$ cat src/rtl/maze_neighbor_gen.sv
// Maze neighbour lookup for the raster: keeps three cached maze rows around the current cell row
// and streams the next row from maze memory during horizontal/vertical blanking.
module maze_neighbor_gen #(
    parameter int unsigned COLS      = 160,
    parameter int unsigned ROWS      = 120,
    parameter int unsigned CELL_LOG2 = 2,
    parameter int unsigned WORD_W    = 16
) (
    input  logic              pixel_clk,
    input  logic              Reset,
    input  logic [9:0]        DrawX,
    input  logic [9:0]        DrawY,
    output logic              mem_rd,
    output logic [10:0]       mem_addr,
    input  logic [WORD_W-1:0] mem_data,
    output logic              currentMazePrime,
    output logic              MazeUpPrime,
    output logic              MazeDownPrime,
    output logic              MazeLeftPrime,
    output logic              MazeRightPrime,
    output logic              fetch_busy
);

    localparam int unsigned Words = COLS / WORD_W;
    localparam int unsigned CntW  = $clog2(Words + 1);
    localparam int unsigned ColW  = $clog2(COLS);
    localparam int unsigned AddrW = 11;

    typedef enum logic [2:0] {
        StIdle,
        StPrimeCur,
        StPrimeNext,
        StShift,
        StFetchNext
    } state_e;

    state_e            state_q, state_d;
    logic [CntW-1:0]   cnt_q, cnt_d;
    logic [AddrW-1:0]  addr_q, addr_d;
    logic [AddrW-1:0]  row_q, row_d;
    logic [COLS-1:0]   row_prev_q, row_prev_d;
    logic [COLS-1:0]   row_cur_q, row_cur_d;
    logic [COLS-1:0]   row_next_q, row_next_d;
    logic              cur_q, cur_d, up_q, up_d, down_q, down_d;
    logic              left_q, left_d, right_q, right_d;

    logic              prime_trig, line_trig, visible;
    logic              in_read, row_ok, reading, capture, last, advance;
    logic [ColW-1:0]   cx, cap_lsb;
    logic [AddrW-1:0]  row_base;

    assign prime_trig = (DrawY == 10'd524) && (DrawX == 10'd640);
    assign line_trig  = (DrawX == 10'd640) && (DrawY[1:0] == 2'b11) && (DrawY < 10'd479);

    assign in_read  = (state_q == StPrimeCur) || (state_q == StPrimeNext) ||
                      (state_q == StFetchNext);
    assign row_ok   = (state_q != StFetchNext) || (row_q < AddrW'(ROWS));
    assign reading  = in_read && row_ok && (cnt_q < CntW'(Words));
    // Memory returns a word one cycle after its strobe, so cnt_q-1 is the word arriving now.
    assign capture  = in_read && (cnt_q != '0);
    assign cap_lsb  = ColW'(32'(cnt_q - CntW'(1)) * WORD_W);
    assign last     = (cnt_q == CntW'(Words));
    assign row_base = row_q * AddrW'(Words);

    assign mem_rd     = reading;
    assign mem_addr   = addr_q;
    assign fetch_busy = (state_q != StIdle);

    always_comb begin
        state_d    = state_q;
        cnt_d      = cnt_q;
        addr_d     = addr_q;
        row_d      = row_q;
        row_prev_d = row_prev_q;
        row_cur_d  = row_cur_q;
        row_next_d = row_next_q;
        advance    = 1'b0;

        if (capture) begin
            if (state_q == StPrimeCur) begin
                row_cur_d[cap_lsb +: WORD_W] = mem_data;
            end else begin
                row_next_d[cap_lsb +: WORD_W] = mem_data;
            end
        end

        unique case (state_q)
            StIdle: begin
                if (prime_trig) begin
                    row_prev_d = '1;
                    state_d    = StPrimeCur;
                    cnt_d      = '0;
                    addr_d     = '0;
                end else if (line_trig) begin
                    row_d   = AddrW'(DrawY >> CELL_LOG2) + AddrW'(2);
                    state_d = StShift;
                end
            end
            StPrimeCur: begin
                if (last) begin
                    state_d = StPrimeNext;
                    cnt_d   = '0;
                    addr_d  = AddrW'(Words);
                end else begin
                    advance = 1'b1;
                end
            end
            StPrimeNext: begin
                if (last) begin
                    state_d = StIdle;
                    cnt_d   = '0;
                end else begin
                    advance = 1'b1;
                end
            end
            StShift: begin
                row_prev_d = row_cur_q;
                row_cur_d  = row_next_q;
                state_d    = StFetchNext;
                cnt_d      = '0;
                if (row_q < AddrW'(ROWS)) begin
                    addr_d = row_base;
                end
            end
            StFetchNext: begin
                // Below the last maze row everything is border wall.
                if (!row_ok) begin
                    row_next_d = '1;
                    state_d    = StIdle;
                end else if (last) begin
                    state_d = StIdle;
                    cnt_d   = '0;
                end else begin
                    advance = 1'b1;
                end
            end
            default: state_d = StIdle;
        endcase

        if (advance) begin
            cnt_d = cnt_q + CntW'(1);
            if (cnt_q < CntW'(Words - 1)) begin
                addr_d = addr_q + AddrW'(1);
            end
        end
    end

    assign cx      = ColW'(DrawX >> CELL_LOG2);
    assign visible = (DrawX < 10'd640) && (DrawY < 10'd480);

    always_comb begin
        cur_d   = visible & row_cur_q[cx];
        up_d    = visible & row_prev_q[cx];
        down_d  = visible & row_next_q[cx];
        left_d  = visible & ((cx == '0) | row_cur_q[cx - ColW'(1)]);
        right_d = visible & ((cx == ColW'(COLS - 1)) | row_cur_q[cx + ColW'(1)]);
    end

    always_ff @(posedge pixel_clk or posedge Reset) begin
        if (Reset) begin
            state_q    <= StIdle;
            cnt_q      <= '0;
            addr_q     <= '0;
            row_q      <= '0;
            row_prev_q <= '0;
            row_cur_q  <= '0;
            row_next_q <= '0;
            cur_q      <= 1'b0;
            up_q       <= 1'b0;
            down_q     <= 1'b0;
            left_q     <= 1'b0;
            right_q    <= 1'b0;
        end else begin
            state_q    <= state_d;
            cnt_q      <= cnt_d;
            addr_q     <= addr_d;
            row_q      <= row_d;
            row_prev_q <= row_prev_d;
            row_cur_q  <= row_cur_d;
            row_next_q <= row_next_d;
            cur_q      <= cur_d;
            up_q       <= up_d;
            down_q     <= down_d;
            left_q     <= left_d;
            right_q    <= right_d;
        end
    end

    assign currentMazePrime = cur_q;
    assign MazeUpPrime      = up_q;
    assign MazeDownPrime    = down_q;
    assign MazeLeftPrime    = left_q;
    assign MazeRightPrime   = right_q;

endmodule

$ cat config.mk
export PLATFORM = sky130hd
export DESIGN_NAME = maze_neighbor_gen
export DESIGN_NICKNAME = d
export VERILOG_FILES = /design/src/rtl/maze_neighbor_gen.sv
export SDC_FILE = /design/constraint.sdc
export NUM_CORES = 2
export LEC_CHECK = 0
export ABC_AREA = 1
export ABC_CLOCK_PERIOD_IN_PS = 26700
export CORE_ASPECT_RATIO = 1.25
export CORE_MARGIN = 4
export CORE_UTILIZATION = 68
export CTS_CLUSTER_DIAMETER = 80
export CTS_CLUSTER_SIZE = 10
export DETAILED_ROUTE_END_ITERATION = 8
export PLACE_DENSITY = 0.87
export SLEW_MARGIN = 20
export SYNTH_ARGS = -nofsm -noshare
export SYNTH_HDL_FRONTEND = slang
export SYNTH_SLANG_ARGS = --single-unit
$ cat constraint.sdc
create_clock -name pixel_clk -period 26.7 [get_ports pixel_clk]
set_input_delay 4.005 -clock pixel_clk [delete_from_list [all_inputs] [get_ports pixel_clk]]
set_output_delay 4.005 -clock pixel_clk [all_outputs]
set_load 0.05 [all_outputs]
==> flow_metrics.env <==
export IMPL_status="completed"
export IMPL_via_per_inst=6.70
export IMPL_fin_ws_ps=18600
export IMPL_clock_sinks=512
export IMPL_r2r_cells=13
export IMPL_synth_edff_count=0
export IMPL_clk_latency_ps=600
export IMPL_rsz0062_at_grt="false"
export IMPL_synth_seq_area_share_pct=42.3
export IMPL_ys_seq_elements=512
export IMPL_h_tree_depth=2
export IMPL_wl_per_cell_um=22.8
export IMPL_hpwl_um=65100
export IMPL_dr_pass1_iters=7
export IMPL_synth_area_leader_cell="dfrtp_1"
export IMPL_gp_congestion=1.01
export IMPL_hold_path_depth=2
export IMPL_skew_ps=17.2
export IMPL_dieHeight_um=244
export IMPL_fin_setup_tns_ps=0
export IMPL_pre_cts_ws_ps=17890
export IMPL_power_mw=3.56
export IMPL_antenna_found_initial=0
export IMPL_finish_instance_area_um2=32100
export IMPL_finalMaxSlewViolations=0
export IMPL_cts_tree="built"
export IMPL_cts_buffer_depth=3
export IMPL_layout_common_cells="nand2_1, dfrtp_1, nand3_1"
export IMPL_reg2reg_to="row_cur_q[132]$_DFFE_PP0P_"
export IMPL_num_vias=30433
export IMPL_core_rowCount=86
export IMPL_p_leak_nw=14.7
export IMPL_synth_area_per_cell_um2=7.37
export IMPL_finalCritPeriodShare_pct=30.3
export IMPL_ant_nets=0
export IMPL_nets=4033
export IMPL_placed_cells=4479
export IMPL_grt_remaining_overflow=0
export IMPL_die_area_um2=48000
export IMPL_end_kind="asynchronous set/reset pin"
export IMPL_synth_top_area_share_pct=42.3
export IMPL_grt_pass1_vias=28481
export IMPL_numCtsBuffers=57
export IMPL_maxCapViolCount=0
export IMPL_cts_setup_buffers=0
export IMPL_hold_violations=0
export IMPL_worstPathArrival_ps=8670
export IMPL_worstSetupStartpoint="Reset"
export IMPL_finalSetupViolCount=0
export IMPL_initial_core_util_pct=68.8
export IMPL_max_slew_margin_pct=15.1
export IMPL_die_x_um=197
export IMPL_critical_path_class="input port to asynchronous set/reset pin"
export IMPL_holdBufCountCts=0
export IMPL_async_reset_ff_share_pct=100
export IMPL_final_util_pct=72.9
export IMPL_worstHoldPathType="flip-flop to flip-flop"
export IMPL_synth_fp_nets=4175
export IMPL_first_iter_violations=4749
export IMPL_yosys_warnings=0
export IMPL_cp_max_fo=123
export IMPL_layout_commonest_cell="nand2_1"
export IMPL_grt_max_degree=184
export IMPL_start_kind="input port"
export IMPL_yosysUniqueCellTypes=51
export IMPL_port_buffers=55
export IMPL_hold_slack_ps=486
export IMPL_fmax_mhz=124
export IMPL_syn_area_um2=30300
export IMPL_synth_area_top_cells="dfrtp_1, nand2_1, nand3_1"
export IMPL_diodes=0
export IMPL_final_cells=4540
export IMPL_yosys_most_used_dff="dfrtp_1"
export IMPL_synthCells=4108
export IMPL_grt_pass1_wl_um=161000
export IMPL_cts_clk_slew_worst_paths_ps=50
export IMPL_drt_total_wl_um=103000
export IMPL_grt_usage_pct=42.2
export IMPL_worstSetupEndpoint="row_prev_q[94]$_DFFE_PP0P_"
export IMPL_vdd_drop_max_v=0.000174
export IMPL_drive_gt1_share_pct=4.64
export IMPL_coreArea_um2=44000
export IMPL_place_area_um2=30600
export IMPL_rr_startpoint="cnt_q[0]$_DFFE_PP0P_"
export IMPL_power_density_nw_per_um2=111
export IMPL_min_period_ps=8100
export IMPL_drcViolationCount=0
export IMPL_r2r_setup_slack_ps=22700
export IMPL_max_slew_worst_pin_slew_ps=1270
export IMPL_ios=56
export IMPL_worstPathRequired_ps=27270
export IMPL_cts_resized=0
export IMPL_syn2layout_area_growth_pct=6.06
export IMPL_cts_root_buf="clkbuf_16"
state kept, by name, indices dropped and copies added (netlist names):
register	cells
state_q	3
MazeRightPrime	1
cnt_q	4
row_next_q	160
row_q	9
MazeUpPrime	1
MazeDownPrime	1
currentMazePrime	1
mem_addr	11
row_cur_q	160
row_prev_q	160
MazeLeftPrime	1
final cells by class:
class | count | area, um^2
clock inverter | 2 | 17.5
clock buffer | 59 | 1480
inverter | 463 | 1760
sequential | 512 | 12800
tap | 572 | 716
multi-input combinational | 2839 | 14500
timing repair buffer | 93 | 845
fill | 3503 | 11900
where the power goes:
part | leakage (nW) | internal, mW | switching [mW]
clock | 0.736 | 0.385 | 0.306
combinational | 8.08 | 0.467 | 1.04
sequential | 5.88 | 1.13 | 0.229
Yosys cell counts (3+ instances only):
| library cell | n |
|---|---|
| nand4_1 | 15 |
| dfrtp_1 | 512 |
| o22a_1 | 37 |
| inv_2 | 19 |
| nor2_1 | 233 |
| ha_1 | 28 |
| nor2_2 | 4 |
| nor2_4 | 8 |
| o211ai_1 | 227 |
| nand2_1 | 920 |
| o21ai_1 | 44 |
| nor4_1 | 4 |
| nand2_2 | 7 |
| o21ai_2 | 6 |
| nand2_4 | 3 |
| inv_1 | 439 |
| buf_1 | 27 |
| buf_6 | 3 |
| a21oi_1 | 237 |
| xnor2_1 | 3 |
| nand3_1 | 491 |
| clkbuf_1 | 162 |
| nor3_1 | 22 |
| a22oi_1 | 91 |
| or2_2 | 8 |
| o21ai_0 | 354 |
| clkinv_1 | 4 |
| xor2_1 | 21 |
| buf_2 | 85 |
| o221ai_1 | 18 |
| o22ai_1 | 29 |
| nand4_2 | 5 |
| buf_4 | 17 |
| a31oi_1 | 5 |
routing by layer:
metal	up-vias	share of wire, %	GRT usage (%)
met3	539	13	9.93
li1	13502	-	-
met1	14072	35	56.0
met5	-	0	0
met4	0	9.0	29.5
met2	2320	43	61.2
kinds of logic (layout without fill, tap and decap cells):
group	count (synthesis)	count (layout)	synth area share, %
adders and majority gates	29	29	1.22
buffers and inverters	757	617	10.0
xor gates and xnor gates	26	26	0.802
DFF	512	512	42.3
AOI/OAI and AO/OA	1055	1055	21.1
and+or+nand+nor	1729	1729	24.5
worst min path at each step:
stage	from	endpoint	slack (ps)
2_1_floorplan	row_cur_q[135]$_DFFE_PP0P_	row_cur_q[135]$_DFFE_PP0P_	450
3_3_place_gp	row_cur_q[141]$_DFFE_PP0P_	row_cur_q[141]$_DFFE_PP0P_	470
3_5_place_dp	row_cur_q[139]$_DFFE_PP0P_	row_cur_q[139]$_DFFE_PP0P_	470
4_1_cts	row_cur_q[139]$_DFFE_PP0P_	row_cur_q[139]$_DFFE_PP0P_	490
5_1_grt	row_cur_q[139]$_DFFE_PP0P_	row_cur_q[139]$_DFFE_PP0P_	500
6_report	row_cur_q[139]$_DFFE_PP0P_	row_cur_q[139]$_DFFE_PP0P_	490
worst max-delay path, stage by stage:
cell and delay (ps):
clkdlybuf4s50_1 490, inv_8 580, buf_4 810, buf_4 790, buf_4 770, buf_4 900
(Power assumes the default switching activity.)
